[src/rtl/sonar_echo_timer_pkg.sv]
// Shared definitions for the sonar echo timer: FSM state encoding and the
// default trigger/timeout constants (also used by the processor I/O decode).
package sonar_echo_timer_pkg;

    localparam int unsigned DEF_TRIG_CYCLES    = 500;      // 10 us @ 50 MHz
    localparam int unsigned DEF_TIMEOUT_CYCLES = 1900000;  // 38 ms @ 50 MHz
    localparam int unsigned DEF_CNT_W          = 32;
    localparam int unsigned DEF_SYNC_STAGES    = 2;

    // Encodings match the legacy header values so software/decode stay compatible.
    typedef enum logic [2:0] {
        S_IDLE = 3'd0,
        S_TRIG = 3'd1,
        S_WAIT = 3'd2,
        S_MEAS = 3'd3,
        S_DONE = 3'd4
    } state_t;

endpackage

[src/rtl/sonar_echo_timer_if.sv]
// Processor-side handshake of the sonar echo timer.
//   start   : 1-cycle measurement request (processor -> timer)
//   ack     : result consumed (processor -> timer)
//   busy    : measurement in progress or result pending (timer -> processor)
//   valid   : result holds a good echo width
//   timeout : result is a timeout
//   width   : echo high time in clk cycles
interface sonar_echo_timer_if
    import sonar_echo_timer_pkg::*;
#(
    parameter int unsigned CNT_W = DEF_CNT_W
);

    logic             start;
    logic             ack;
    logic             busy;
    logic             valid;
    logic             timeout;
    logic [CNT_W-1:0] width;

    modport master (
        output start, ack,
        input  busy, valid, timeout, width
    );

    modport slave (
        input  start, ack,
        output busy, valid, timeout, width
    );

endinterface

[src/rtl/sonar_echo_timer_sync_edge.sv]
// Input synchronizer plus edge detector, reusable for any asynchronous pin.
//   clk, reset : clock and synchronous active-low reset
//   in         : raw asynchronous input
//   s          : synchronized level
//   rise/fall  : 1-cycle pulses on synchronized 0->1 / 1->0 transitions
// Both edges traverse the same path, so pulse widths measured between
// rise and fall are exact.
module sync_edge
    import sonar_echo_timer_pkg::*;
#(
    parameter int unsigned STAGES = DEF_SYNC_STAGES
) (
    input  logic clk,
    input  logic reset,
    input  logic in,
    output logic s,
    output logic rise,
    output logic fall
);

    logic [STAGES-1:0] sync_q, sync_d;
    logic              s_dly_q, s_dly_d;

    always_comb begin
        sync_d  = {sync_q[STAGES-2:0], in};
        s_dly_d = sync_q[STAGES-1];
    end

    always_ff @(posedge clk) begin
        if (!reset) begin
            sync_q  <= '0;
            s_dly_q <= 1'b0;
        end else begin
            sync_q  <= sync_d;
            s_dly_q <= s_dly_d;
        end
    end

    assign s    = sync_q[STAGES-1];
    assign rise = s & ~s_dly_q;
    assign fall = ~s & s_dly_q;

endmodule

[src/rtl/sonar_echo_timer.sv]
// Sonar echo timer: fires a trigger pulse, then times the returning echo
// pulse and presents its width to the processor through a start/result/ack
// handshake.
//   clk, reset : clock and synchronous active-low reset
//   host       : processor handshake (start, ack, busy, valid, timeout, width)
//   echo       : raw asynchronous echo pin
//   trig       : registered trigger pin
module sonar_echo_timer
    import sonar_echo_timer_pkg::*;
#(
    parameter int unsigned TRIG_CYCLES    = DEF_TRIG_CYCLES,
    parameter int unsigned TIMEOUT_CYCLES = DEF_TIMEOUT_CYCLES,
    parameter int unsigned CNT_W          = DEF_CNT_W,
    parameter int unsigned SYNC_STAGES    = DEF_SYNC_STAGES
) (
    input  logic                clk,
    input  logic                reset,
    sonar_echo_timer_if.slave   host,
    input  logic                echo,
    output logic                trig
);

    localparam logic [CNT_W-1:0] TRIG_LAST    = CNT_W'(TRIG_CYCLES - 1);
    localparam logic [CNT_W-1:0] TIMEOUT_LAST = CNT_W'(TIMEOUT_CYCLES - 1);

    state_t           state_q, state_d;
    logic [CNT_W-1:0] cnt_q, cnt_d;
    logic [CNT_W-1:0] width_q, width_d;
    logic             trig_q, trig_d;
    logic             busy_q, busy_d;
    logic             valid_q, valid_d;
    logic             timeout_q, timeout_d;

    logic             echo_rise;
    logic             echo_fall;
    logic             echo_level_unused;  // level not needed; only edges drive the FSM

    sync_edge #(
        .STAGES (SYNC_STAGES)
    ) u_echo_sync (
        .clk   (clk),
        .reset (reset),
        .in    (echo),
        .s     (echo_level_unused),
        .rise  (echo_rise),
        .fall  (echo_fall)
    );

    // State register
    always_ff @(posedge clk) begin
        if (!reset) begin
            state_q <= S_IDLE;
        end else begin
            state_q <= state_d;
        end
    end

    // Next-state logic. A rise in the last WAIT cycle beats the timeout, and
    // a fall coinciding with width reaching the limit is reported as valid.
    always_comb begin
        state_d = state_q;
        unique case (state_q)
            S_IDLE: if (host.start)                state_d = S_TRIG;
            S_TRIG: if (cnt_q == TRIG_LAST)        state_d = S_WAIT;
            S_WAIT: begin
                if (echo_rise)                     state_d = S_MEAS;
                else if (cnt_q == TIMEOUT_LAST)    state_d = S_DONE;
            end
            S_MEAS: begin
                if (echo_fall || width_q == TIMEOUT_LAST)
                                                   state_d = S_DONE;
            end
            S_DONE: if (host.ack)                  state_d = S_IDLE;
            default:                               state_d = S_IDLE;
        endcase
    end

    // Output / datapath logic. trig and busy follow the next state so they
    // are registered alongside it; valid/timeout are set on DONE entry and
    // held until ack.
    always_comb begin
        cnt_d     = cnt_q;
        width_d   = width_q;
        trig_d    = (state_d == S_TRIG);
        busy_d    = (state_d != S_IDLE);
        valid_d   = 1'b0;
        timeout_d = 1'b0;
        case (state_q)
            S_IDLE: begin
                cnt_d = '0;
            end
            S_TRIG: begin
                cnt_d = (cnt_q == TRIG_LAST) ? '0 : cnt_q + 1'b1;
            end
            S_WAIT: begin
                cnt_d = cnt_q + 1'b1;
                if (echo_rise || cnt_q == TIMEOUT_LAST) begin
                    width_d = '0;
                end
                timeout_d = !echo_rise && (cnt_q == TIMEOUT_LAST);
            end
            S_MEAS: begin
                // Counting on the fall cycle too makes width equal the high time.
                width_d   = width_q + 1'b1;
                valid_d   = echo_fall;
                timeout_d = !echo_fall && (width_q == TIMEOUT_LAST);
            end
            S_DONE: begin
                valid_d   = valid_q & ~host.ack;
                timeout_d = timeout_q & ~host.ack;
            end
            default: begin
                cnt_d = '0;
            end
        endcase
    end

    always_ff @(posedge clk) begin
        if (!reset) begin
            cnt_q     <= '0;
            width_q   <= '0;
            trig_q    <= 1'b0;
            busy_q    <= 1'b0;
            valid_q   <= 1'b0;
            timeout_q <= 1'b0;
        end else begin
            cnt_q     <= cnt_d;
            width_q   <= width_d;
            trig_q    <= trig_d;
            busy_q    <= busy_d;
            valid_q   <= valid_d;
            timeout_q <= timeout_d;
        end
    end

    assign trig         = trig_q;
    assign host.busy    = busy_q;
    assign host.valid   = valid_q;
    assign host.timeout = timeout_q;
    assign host.width   = width_q;

endmodule

[src/flat_wrapper.sv]
// flat-port wrapper written by rule: the top's interface ports become plain ports
module sonar_echo_timer_flat import sonar_echo_timer_pkg::*;
#(
    parameter int unsigned TRIG_CYCLES    = DEF_TRIG_CYCLES,
    parameter int unsigned TIMEOUT_CYCLES = DEF_TIMEOUT_CYCLES,
    parameter int unsigned CNT_W          = DEF_CNT_W,
    parameter int unsigned SYNC_STAGES    = DEF_SYNC_STAGES
)
  (clk, reset, echo, trig, host_start, host_ack, host_busy, host_valid, host_timeout, host_width);
  sonar_echo_timer_if #(.CNT_W(CNT_W)) host_i ();
  input  logic clk;
  input  logic reset;
  input  logic echo;
  output logic trig;
  input wire logic [$bits(host_i.start)-1:0] host_start;
  input wire logic [$bits(host_i.ack)-1:0] host_ack;
  output wire logic [$bits(host_i.busy)-1:0] host_busy;
  output wire logic [$bits(host_i.valid)-1:0] host_valid;
  output wire logic [$bits(host_i.timeout)-1:0] host_timeout;
  output wire logic [$bits(host_i.width)-1:0] host_width;
  assign host_i.start = host_start;
  assign host_i.ack = host_ack;
  assign host_busy = host_i.busy;
  assign host_valid = host_i.valid;
  assign host_timeout = host_i.timeout;
  assign host_width = host_i.width;
  sonar_echo_timer #(.TRIG_CYCLES(TRIG_CYCLES), .TIMEOUT_CYCLES(TIMEOUT_CYCLES), .CNT_W(CNT_W), .SYNC_STAGES(SYNC_STAGES)) u_core (.clk(clk), .reset(reset), .host(host_i), .echo(echo), .trig(trig));
endmodule
[config.mk]
export PLATFORM = sky130hd
export DESIGN_NAME = sonar_echo_timer_flat
export DESIGN_NICKNAME = d
export VERILOG_FILES = /design/src/rtl/sonar_echo_timer_pkg.sv /design/src/rtl/sonar_echo_timer_if.sv /design/src/rtl/sonar_echo_timer_sync_edge.sv /design/src/rtl/sonar_echo_timer.sv /design/src/flat_wrapper.sv
export SDC_FILE = /design/constraint.sdc
export NUM_CORES = 1
export LEC_CHECK = 0
export ABC_AREA = 1
export CAP_MARGIN = 20
export CORE_AREA = 2 2 98 100
export DETAILED_ROUTE_END_ITERATION = 10
export DIE_AREA = 0 0 100 102
export PLACE_DENSITY = 0.77
export SLEW_MARGIN = 25
export SYNTH_ARGS = -nofsm -noshare
export SYNTH_HDL_FRONTEND = slang
export SYNTH_SLANG_ARGS = --single-unit
[constraint.sdc]
create_clock -name clk -period 4.3 [get_ports clk]
set_clock_uncertainty 0.15 [all_clocks]
set_input_delay 0.86 -clock clk [delete_from_list [all_inputs] [get_ports clk]]
set_output_delay 0.86 -clock clk [all_outputs]
set_load 0.05 [all_outputs]
### After elaboration in Yosys (flattened, before gate mapping)

Index checks and enable logic that the tools add are counted.

| word-level totals | value |
|---|---|
| register bits | 74 |
| latch bits | 0 |
| bits in writable memories | 0 |
| memory bits (read-only) | 0 |
| bits of input ports | 5 |
| output and inout port bits | 36 |
| logic and storage cells | 51 |
| memories | 0 |

| operators by class | value |
|---|---|
| add/sub/neg operators | 2 |
| multiply operators | 0 |
| div/mod/pow operators | 0 |
| $lt $le $gt $ge | 0 |
| eq/ne operators | 9 |
| shift operators | 0 |
| mux-type cells | 13 |
| bitwise operators | 7 |
| reductions and logical operators | 11 |

Operators by type and width:

| cell | count |
|---|---|
| 32-bit case mux with 3 select lines | 1 |
| 32-bit by 1-bit adder with 32-bit output, second input constant | 2 |
| 32-bit by 21-bit equality test with 1-bit output, second input constant | 2 |
| 32-bit two-way mux | 2 |
| 32-bit case mux with 2 select lines | 1 |
| 32-bit by 9-bit equality test with 1-bit output, second input constant | 1 |
| 3-bit two-way mux | 6 |
| 3-bit case mux with 5 select lines | 1 |
| 3-bit by 1-bit equality test with 1-bit output, second input constant | 2 |
| 3-bit by 2-bit equality test with 1-bit output, second input constant | 2 |
| 1-bit AND | 4 |
| 3-bit equality test, second input constant | 1 |
| 3-bit zero test | 1 |
| 1-bit NOT | 3 |
| 1-bit case mux with 3 select lines | 1 |
| 3-bit nonzero test | 1 |
| 1-bit logical AND | 2 |
| 1-bit zero test | 2 |
| 1-bit logical OR | 2 |
| 2-bit by 1-bit != test with 1-bit output, second input constant | 1 |
| 1-bit case mux with 2 select lines | 1 |
| 2-bit AND reduction | 1 |
| 2-bit nonzero test | 1 |
| 2-bit OR reduction | 1 |

### Logic depth before layout (Yosys ltp)

| depth | value |
|---|---|
| word-level depth | 6 |
| mapped depth | 12 |
| gate-level depth less buffers | 12 |

### Hierarchy

From an unflattened synthesis, not the netlist that was laid out.

| unflattened totals | value |
|---|---|
| cells, all modules | 728 |
| area, all modules | 4595.7 um^2 |

Modules (own cells, without submodules):

| module | times used | cells an instance | area each (um^2) | seq. area each (um^2) |
|---|---|---|---|---|
| sonar_echo_timer | 1 | 715 | 4495.6 | 1421.4 |
| sync_edge | 1 | 13 | 100.1 | 60.1 |

### Least setup slack after synthesis

No wires, ideal clock.

| timing path | value |
|---|---|
| path type | flip-flop to flip-flop |
| start | reg u_core.width_q[0], in the netlist u_core.host.width[0] |
| end | reg u_core.busy_q, in the netlist u_core.host.busy |
| setup time | 0.114 ns |
| arrival | 1.899 ns |
| required time | 4.036 ns |
| setup slack | 2.137 ns |
| stages on the path, launching flop included | 13 |
| buffers on the path | 0 |
| clock period less this slack | 2.163 ns |
| cell sequence | dfxtp_1 > ha_1 > nand2_1 > nor2_4 > nand3_1 > nor2_1 > nand2_1 > nand2_1 > nand2_1 > nor2_1 > nand2_1 > nand2_1 > nand2_1 |

| on the way | value |
|---|---|
| word-level cells in the longest chain between the ends | 5 |

Ends and longest elaborated chain:

| item | line | source |
|---|---|---|
| start: declaration | sonar_echo_timer.sv:28 | `logic [CNT_W-1:0] width_q, width_d;` |
| start signal: assignment | sonar_echo_timer.sv:128 | `width_q <= width_d;` |
| 32-bit by 21-bit equality test with 1-bit output | sonar_echo_timer.sv:70 | `if (echo_fall \|\| width_q == TIMEOUT_LAST)` |
| 1-bit logical OR | sonar_echo_timer.sv:70 |  |
| 3-bit two-way mux | sonar_echo_timer.sv:70 |  |
| 3-bit case mux with 5 select lines | sonar_echo_timer.sv:62 | `unique case (state_q)` |
| 3-bit nonzero test | sonar_echo_timer.sv:85 | `busy_d = (state_d != S_IDLE);` |
| end signal: assignment | sonar_echo_timer.sv:130 | `busy_q <= busy_d;` |
| end: declaration | sonar_echo_timer.sv:30 | `logic busy_q, busy_d;` |

No other way between the ends.
A chain may end at the register's enable or synchronous reset.

### Worst setup path after layout

| timing path | value |
|---|---|
| start | reg u_core.width_q[15], in the netlist u_core.host.width[15] |
| end | out host_width[15] |

RTL lines:

| item | line | source |
|---|---|---|
| end: declaration | flat_wrapper.sv:20 | `output wire logic [$bits(host_i.width)-1:0] host_width;` |

No word-level cell between the ends.

==> flow_metrics.env <==
export IMPL_outcome="finished, final reports clean"
export IMPL_max_freq_mhz=372
export IMPL_path_buf_inv=1
export IMPL_hp_class="reg2reg"
export IMPL_cts_buffers_inserted=9
export IMPL_clk_pin_slew_ns=0.08
export IMPL_grt_max_degree=36
export IMPL_fillerInstances=878
export IMPL_place_congestion=0.939
export IMPL_worst_slew_pin_slew_ns=0.961
export IMPL_std_cell_rows=35
export IMPL_period_share_pct=62.5
export IMPL_slowest_delay_ns=0.86
export IMPL_drive_gt1_share_pct=7.10
export IMPL_grtUsageMet2_pct=37.6
export IMPL_ant_nets=0
export IMPL_h_tree_depth=3
export IMPL_async_flop_share_pct=0
export IMPL_drv_cap=0
export IMPL_cp_cell_sequence="clkdlybuf4s50_1"
export IMPL_placed_cell_area_mm2=0.00496
export IMPL_crit_type="reg2out"
export IMPL_yosysSeqAreaShare_pct=32.9
export IMPL_setup_viol=0
export IMPL_die_y_um=102
export IMPL_nNetsFinal=777
export IMPL_grt_usage_pct=23.8
export IMPL_dp_hpwl_um=8810
export IMPL_vias_per_cell=5.27
export IMPL_vias=4672
export IMPL_tns_ns=0
export IMPL_rsz0062_at_grt="false"
export IMPL_stdcell_area_mm2=0.00514
export IMPL_antenna_found_initial=0
export IMPL_critPathRequiredTime_ns=3.29
export IMPL_grt_first_pass_wirelength_um=19700
export IMPL_synth_distinct_cells=39
export IMPL_synthCells=732
export IMPL_drtIter0Drc=409
export IMPL_cpMaxStageDelayCell="clkdlybuf4s50_1"
export IMPL_syn_nets=739
export IMPL_worstSetupStartpoint="u_core.host.width[15]$_SDFFE_PN0P_"
export IMPL_root_buffer="clkbuf_8"
export IMPL_p_total_mw=1.22
export IMPL_cts_resized=0
export IMPL_ir_drop_uv=154
export IMPL_grt_use_met3_pct=3.49
export IMPL_n_antenna_cell=0
export IMPL_synth_area_per_cell_um2=6.14
export IMPL_core_mm2=0.00911
export IMPL_synth_edf_count=0
export IMPL_hold_start="u_core.u_echo_sync.sync_q[0]$_SDFF_PN0_"
export IMPL_ys_ff_latch=74
export IMPL_top_usage_layer="met2"
export IMPL_syn2layout_area_growth_pct=14.2
export IMPL_yosysWarnings=0
export IMPL_grt_overflow=0
export IMPL_cts_tree="yes"
export IMPL_grt_pass1_vias=4224
export IMPL_period_minus_slack_ns=2.69
export IMPL_start_util_pct=49.4
export IMPL_path_max_fanout=5
export IMPL_crit_path_end_kind="primary output"
export IMPL_ys_dominant_reg_cell="dfxtp_1"
export IMPL_hold_violations=0
export IMPL_numPortBuffers=40
export IMPL_netlist_area_mm2=0.00450
export IMPL_route_detailed_drc=0
export IMPL_first_pass_iters=5
export IMPL_cts_setup_buffers=0
export IMPL_cp_arrival_ns=1.68
export IMPL_cts_buffer_depth=2
export IMPL_slew_headroom_pct=35.9
export IMPL_power_per_cell_area_mw_per_mm2=237
export IMPL_cpLargestDelayFamily="buffers and inverters"
export IMPL_ff2ff_setup_slack_ns=1.96
export IMPL_worstReg2RegStart="u_core.state_q[1]$_SDFF_PN0_"
export IMPL_startpoint_type="flop"
export IMPL_wl_um=11700
export IMPL_ctsHoldBuffers=0
export IMPL_clk_insertion_delay_late_ns=0.34
export IMPL_die_w_um=100
export IMPL_cts_sinks=74
export IMPL_post_drt_wl_per_cell_um=13.2
export IMPL_slew_viol_final=0
export IMPL_num_io_pins=41
export IMPL_power_leakage_nw=1.84
export IMPL_met1_usage_pct=33.8
export IMPL_dieArea_mm2=0.0102
-- worst paths after layout --
kind                            cells after the start                                       to
worst max register to register                      7       u_core.host.width[11]$_SDFFE_PN0P_
worst min-delay path                                2  u_core.u_echo_sync.sync_q[1]$_SDFF_PN0_
worst max-delay path                                1                           host_width[15]
worst min register to register                      2  u_core.u_echo_sync.sync_q[1]$_SDFF_PN0_
-- layout make-up --
class / instances / area [µm²] / share of cell area (%)
Clock inverter: 5 / 30.0 / 0.585
Clock buffer: 11 / 141 / 2.75
Tap cell: 111 / 139 / 2.70
Multi-Input combinational cell: 563 / 2630 / 51.2
Sequential cell: 74 / 1480 / 28.8
Timing Repair Buffer: 41 / 408 / 7.94
Inverter: 81 / 309 / 6.02
-- placed cells by master (no fill, tap or decap), types with 2 or more instances in the layout --
cell / count
a211oi_1: 2
a21oi_1: 41
a31oi_1: 4
clkbuf_8: 10
clkdlybuf4s50_1: 40
clkinv_2: 3
clkinvlp_4: 2
dfxtp_1: 74
ha_1: 2
inv_1: 74
inv_2: 5
inv_4: 2
nand2_1: 224
nand2_2: 7
nand2_4: 2
nand3_1: 54
nand3_2: 4
nand4_1: 12
nor2_1: 122
nor2_2: 6
nor2_4: 7
nor3_1: 26
nor4_1: 2
o21ai_0: 17
o21ai_1: 2
o21bai_1: 3
or2_0: 2
or2_2: 2
xnor2_1: 5
xor2_1: 9
-- through the flow --
stage	util, %	hold WS [ns]	setup slack [ns]	instances
finish	56.4	0.270	1.61	886
floorplan	-	0.240	2.14	732
global route	56.4	0.287	1.55	886
detailed placement	54.5	0.256	1.54	870
CTS	56.4	0.275	1.61	886
global placement	54.5	0.248	1.59	870
-- state kept, by name, summed over array words and instances (netlist names) --
register                    cells
u_core.cnt_q                   32
u_core.host.width              32
u_core.state_q                  3
u_core.trig                     1
u_core.host.valid               1
u_core.host.timeout             1
u_core.u_echo_sync.sync_q       2
u_core.u_echo_sync.s_dly_q      1
u_core.host.busy                1
-- metal layers --
layer | routed length [µm] | part of all wire [%]
met3 | 753 | 6.4
met4 | 146 | 1.2
met2 | 5230 | 45
met5 | 0 | 0
met1 | 5580 | 48
-- synthesized netlist by cell type (2+ instances only) --
library cell | n | area [µm²]
xnor2_1 | 5 | 43.8
o21bai_1 | 3 | 22.5
nand2_2 | 7 | 43.8
clkbuf_1 | 8 | 30.0
inv_4 | 2 | 12.5
nand2_1 | 224 | 841
nor3_1 | 26 | 130
dfxtp_1 | 74 | 1480
o21ai_0 | 17 | 85.1
nor2_4 | 7 | 78.8
a21oi_1 | 41 | 205
nor2_1 | 122 | 458
nand2_4 | 2 | 22.5
nand3_2 | 4 | 40.0
o21ai_1 | 2 | 10.0
xor2_1 | 9 | 78.8
inv_2 | 5 | 18.8
inv_1 | 74 | 278
or2_0 | 2 | 12.5
nor4_1 | 2 | 12.5
nand3_1 | 54 | 270
nor2_2 | 6 | 37.5
or2_2 | 2 | 12.5
ha_1 | 2 | 25.0
nand4_1 | 12 | 75.1
buf_6 | 3 | 33.8
a31oi_1 | 4 | 25.0
a211oi_1 | 2 | 15.0
-- tightest hold or removal path, stage by stage, from the launching register on --
cell,delay [ns]
dfxtp_1,0.31
nand2_1,0.05
inv_1,0.04
-- kinds of logic after synthesis --
| logic type | count (synthesis) | share of synthesized area [%] |
|---|---|---|
| buf+inv | 95 | 8.65 |
| simple gates | 475 | 46.5 |
| flops | 74 | 32.9 |
| xor+xnor | 14 | 2.73 |
| fa+ha+maj | 2 | 0.556 |
| compound gates | 72 | 8.62 |
-- where the power goes --
part	switching, mW	internal [mW]	total (mW)
combinational	0.0293	0.0129	0.0423
sequential	0.00275	0.689	0.692
clock	0.259	0.223	0.481
total	0.291	0.925	1.22
(Power assumes the default switching activity.)
